`src/rtl/jtframe_z80_romreq.sv`:
```
// Single-word ROM cache between a Z80 and the SDRAM controller: each 16-bit
// fetch serves two consecutive CPU bytes, and misses hold the CPU via rom_ok.
module jtframe_z80_romreq #(
    parameter int AW = 15
) (
    input  logic          clk,
    input  logic          rst,
    input  logic          rom_cs,
    input  logic [AW-1:0] addr,
    input  logic          flush,
    output logic          rom_ok,
    output logic [7:0]    rom_data,
    output logic          sdram_req,
    output logic [AW-2:0] sdram_addr,
    input  logic          sdram_ok,
    input  logic [15:0]   sdram_data,
    output logic [7:0]    stall_cnt
);

    typedef enum logic {
        ST_IDLE = 1'b0,
        ST_WAIT = 1'b1
    } state_t;

    state_t        state;
    logic [15:0]   data;
    logic [AW-2:0] tag;
    logic          valid;
    logic          discard;
    logic          hit;

    assign hit      = valid && (tag == addr[AW-1:1]);
    assign rom_ok   = rom_cs && hit && (state == ST_IDLE);
    assign rom_data = addr[0] ? data[15:8] : data[7:0];

    // NOTE: every register here is updated with <= so all of them sample the
    // pre-edge values; blocking assignments would let later lines see new state.
    always_ff @(posedge clk) begin
        if (rst) begin
            state      <= ST_IDLE;
            data       <= '0;
            tag        <= '0;
            valid      <= 1'b0;
            discard    <= 1'b0;
            sdram_req  <= 1'b0;
            sdram_addr <= '0;
            stall_cnt  <= '0;
        end else begin
            if (rom_cs && !rom_ok && stall_cnt != 8'hFF)
                stall_cnt <= stall_cnt + 8'd1;

            case (state)
                ST_IDLE: begin
                    // A flush that lands on a hit only clears valid; the miss
                    // is then seen on the following cycle.
                    if (flush)
                        valid <= 1'b0;
                    if (rom_cs && !hit) begin
                        sdram_req  <= 1'b1;
                        sdram_addr <= addr[AW-1:1];
                        state      <= ST_WAIT;
                    end
                end
                ST_WAIT: begin
                    if (sdram_ok) begin
                        data      <= sdram_data;
                        tag       <= sdram_addr;
                        valid     <= ~(discard | flush);
                        discard   <= 1'b0;
                        sdram_req <= 1'b0;
                        state     <= ST_IDLE;
                    end else if (flush) begin
                        discard <= 1'b1;
                    end
                end
                default: state <= ST_IDLE;
            endcase
        end
    end

endmodule

```
`config.mk`:
```
export PLATFORM = sky130hd
export DESIGN_NAME = jtframe_z80_romreq
export DESIGN_NICKNAME = d
export VERILOG_FILES = /design/src/rtl/jtframe_z80_romreq.sv
export SDC_FILE = /design/constraint.sdc
export NUM_CORES = 1
export LEC_CHECK = 0
export CELL_PAD_IN_SITES_DETAIL_PLACEMENT = 0
export CELL_PAD_IN_SITES_GLOBAL_PLACEMENT = 1
export CORE_MARGIN = 1.5
export CORE_UTILIZATION = 34
export CTS_CLUSTER_SIZE = 8
export DETAILED_ROUTE_END_ITERATION = 12
export GPL_TIMING_DRIVEN = 0
export MAX_ROUTING_LAYER = met4
export PLACE_DENSITY = 0.82
export SETUP_SLACK_MARGIN = 0.05
export SLEW_MARGIN = 20
export SYNTH_ARGS = -nofsm -noshare
export SYNTH_HDL_FRONTEND = slang
export SYNTH_SLANG_ARGS = --single-unit
export TNS_END_PERCENT = 20
```
`constraint.sdc`:
```
create_clock -name clk -period 2.7 [get_ports clk]
set_clock_uncertainty 0.1 [all_clocks]
set_input_delay 0.405 -clock clk [delete_from_list [all_inputs] [get_ports clk]]
set_output_delay 0.405 -clock clk [all_outputs]
set_load 0.01 [all_outputs]
```
# Word level (Yosys, flattened, before mapping)
# Index checks and enable logic that the tools add are counted.
# Widths: inputs -> output; s select.
op_classes:
  bitwise: 3
  addsub: 1
  n_reduce_logical: 14
  eq_ne: 5
  mux: 12
ops:
  columns: ["operator", "n"]
  rows:
  - ["$eq 14x14->1", 1]
  - ["$reduce_and 2->1", 5]
  - ["$add 8x1->8 const B", 1]
  - ["$mux 1", 8]
  - ["$mux 8", 1]
  - ["$ne 8x8->1 const B", 1]
  - ["$logic_and 1x1->1", 6]
  - ["$pmux 1 s2", 3]
  - ["$ne 2x2->1 const B", 2]
  - ["$logic_not 1->1", 2]
  - ["$ne 2x1->1 const B", 1]
  - ["$not 1->1", 2]
  - ["$reduce_bool 2->1", 1]
  - ["$or 1x1->1", 1]
totals:
  output_inout_bits: 32
  regBits: 56
  input_bits: 36

# Longest topological paths before layout
depth:
  ltp_word: 7
  depth_mapped: 8
  mapped_depth_nobuf: 7

# Least setup slack after synthesis
# No wires, ideal clock.
synth_path:
  path_type: "input port to output port"
  start: "in addr[1]"
  end: "out rom_ok"
  path_slack_ns: 0.467
  cell_stages: 6
  arrival_ns: 1.728
  t_required_ns: 2.195
  n_path_buf: 1
  cell_sequence: "xnor2_1 > nand2_1 > or4_4 > nor4_2 > buf_4 > and2_1"
synth_via:
  elab_chain_cells: 4
synth_lines:
  columns: ["item", "line_no", "text"]
  rows:
  - ["from (decl)", "9", "input logic [AW-1:0] addr,"]
  - ["$eq 14x14->1", "32", "assign hit = valid && (tag == addr[AW-1:1]);"]
  - ["$logic_and 1x1->1", "32", null]
  - ["$logic_and 1x1->1 (2 in a row)", "33", "assign rom_ok = rom_cs && hit && (state == ST_IDLE);"]
  - ["to (decl)", "11", "output logic rom_ok,"]
# No other way between the ends.

# Final worst setup path
layout_path:
  start: "in addr[9]"
  end: "out rom_ok"
# Same word-level chain as after synthesis.

==> metrics.txt <==
leakage dissipation 1.21 nW; synthesized net count 316; Fmax 387 MHz; WP data arrival approximately 2.1 ns; CP endpoint rom_ok; num rows 30; Non-Filler Instances 451; total CTS buffers 5; initial antenna violation count 0; vias 2,096; Reg-to-Reg End sdram_addr[6]; CP max stage cell or4_4; worst-path cell chain dlygate4sd2_1 > xnor2_1 > nand4_1 > or4_4 > nor4_4 > buf_4 > and2_4 > buf_6; clk root buf clkbuf_8; area growth from synthesis to layout 38.0%; count leader, synth nand2_1; DP Cell Count 441; Post-synth EDFFs 0; CTS Hold Bufs 0; antenna cell count 0; Worst-Margin Slew approximately 0.54 ns; most common flop cell mapped by yosys dfxtp_1; reg-to-reg startpoint tag[12]; final hold violations 0; Startpoint Class primary input; Place WS -0.673 ns; RSZ-0062 raised after global routing yes; Worst Setup End Kind primary output; # clock sinks 56; gr ovfl total 0; crit-path max FO 2; required time worst endpoint 2.19 ns; WL final 5740 um; DR vias/cell 4.65; Logic pwr share 15.2%; Core ar. 6790 um^2; top cell type's share of synthesized area 47.0%; Hold WC Path Type primary input to register; clock group share of total power between 20 and 30%; slowest stage delay, CP 0.47 ns; cell count of the worst reg-to-reg path 9; Die Y 86.8 um; Initial Utilization around a third; # H-tree levels 2; Filler cells 687; Seq/Total Area, Yosys 47.0%; Async S/R FF share, synth 0%; port bufs 66; cell taking the most area after synthesis dfxtp_1; Post-synth top cells nand2_1 (66), dfxtp_1 (56), a21oi_1 (36); Bufs on Longest Clock Path 2; maxcap violations 0; sequential share of power 55.3%; DRT iter0 DRCs 106; mapped cell area 2380 um^2; die width 86.8 um; flops & latches, synth 56; Worst-path clk slew 0.10 ns; critical path type primary input to primary output; yosys warns 0; final worst slack 0.116 ns; antenna viol nets, final 0; vias in the first global route 1,994; Crit path depth 8; Post-Synthesis Cells 279; Net Sw Power slightly below 0.0004 W; crit path from addr[9]; CP bufs+invs 3; layout cells sized above 1 8.45%; CTS tree done; synth top area cells dfxtp_1 (47%), nand2_1 (10%), a21oi_1 (7.6%); Power Density 484 nW/um^2; Worst R2R Setup Slack 0.34 ns; drt first pass iters 4; hold_ws 0.310 ns; area of the die 7530 um^2; setup violators final 0; Slew HR 64.0%; Worst-Skew Late Latency around 0.31 ns; I/O pin count 68; Period Utilization, post-route 95.7%; post-DP HPWL 4230 um; minimum clock period after layout 2.58 ns; max-slew violation count 0; post-synth cell types 35; status finished, final reports clean; Largest delay share family, worst path simple AND/OR/NAND/NOR gates; Pint 0.00120 W; Tot GR Track Use between 10% and 20%; first-pass GRT wire length 9350 um; Sw Share 24.9%; GPL Wtd Cong 0.805; syn_area_per_cell 8.55 um^2; Residual DRC 0; peak supply drop approximately 0.22 mV; WL per Instance 12.7 um; # nets final roughly 390; pin count of the biggest net entering global routing 17
## sequential cells by signal (all words and copies together), names as in the netlist
name	flops
data	16
discard	1
sdram_addr	14
sdram_req	1
stall_cnt	8
state	1
tag	14
valid	1
## area by class of cell
type	count	area, um^2	area share, %
Inverter	7	26.3	0.798
Clock buffer	6	82.6	2.51
Multi-Input combinational cell	199	1160	35.4
Buffer	17	91.3	2.78
Sequential cell	56	1120	34.1
Clock inverter	2	10.0	0.304
Tap cell	96	120	3.65
Timing Repair Buffer	68	673	20.5
## stage by stage
stage | power, W | TNS (ns) | utilization (%) | area [um^2]
CTS | 0.00161 | 0 | 48.1 | 3270
finish | 0.00159 | 0 | 48.4 | 3290
floorplan | 0.00101 | 0 | - | 2380
global placement | 0.00114 | -1.49 | 46.6 | 3170
detailed placement | 0.00115 | -1.66 | 46.6 | 3170
global route | 0.00167 | -0.00762 | 48.4 | 3290
## logic make-up after synthesis
family	synth area share [%]
AND/OR/NAND/NOR	21.4
flip-flops	47.0
AO/OA/AOI/OAI	10.0
multiplexers	12.1
buffers and inverters	4.93
XOR/XNOR	4.04
adder cells (fa/ha/maj)	0.525
## power groups by stage
stage | sequential [W] | combinational, W | clock [W]
floorplan | 0.000903 | 0.000110 | 0
global placement | 0.000899 | 0.000245 | 0
detailed placement | 0.000900 | 0.000247 | 0
CTS | 0.000881 | 0.000245 | 0.000488
global route | 0.000886 | 0.000264 | 0.000518
finish | 0.000881 | 0.000242 | 0.000471
## cell usage in the layout (no fill, tap or decap), types with 3 or more instances in the layout
cell,synthesis,layout
clkbuf_8,0,6
a21oi_1,36,36
xnor2_1,11,10
buf_4,1,3
nand2b_1,3,3
inv_1,7,6
clkdlybuf4s50_1,0,56
mux2_2,8,8
clkbuf_1,10,10
mux2i_1,15,15
nand3_1,5,5
nor2b_1,4,4
nor2_1,23,23
dlygate4sd2_1,0,7
buf_1,4,4
dfxtp_1,56,55
nor3_1,3,3
nand2_1,66,66
mux2_1,3,3
## how the worst min path moves through the flow
stage,from,to,slack [ns],cells after the start
after floorplan,data[10],data[10],0.33,2
after global placement,data[0],data[0],0.34,2
after detailed placement,data[15],data[15],0.35,2
after CTS,data[15],data[15],0.36,2
after global routing,addr[6],sdram_addr[5],0.33,3
final,addr[6],sdram_addr[5],0.31,3
## worst reg2reg max path: cells and delay by family, from the launching register on
family	cells	cell delay (ns)
xor+xnor	1	0.17
flops	1	0.33
simple gates	3	0.68
mux	1	0.15
buf+inv	3	0.45
compound gates	1	0.35
## metal layers
metal  global-route usage [%]  part of all wire [%]  vias to the layer above
li1                         -                     -                     1077
met1                     20.7                    45                      964
met2                     27.1                    50                       49
met3                     2.95                   4.1                        6
met4                     4.84                   1.4                        0
met5                        -                     0                        -
## timing repair
action,CTS,global route
gates resized for setup,12,7
endpoints found under the setup margin,1,1
setup buffers,2,0
pin swaps,7,8
No activity file was read; power rests on OpenSTA's default activity.
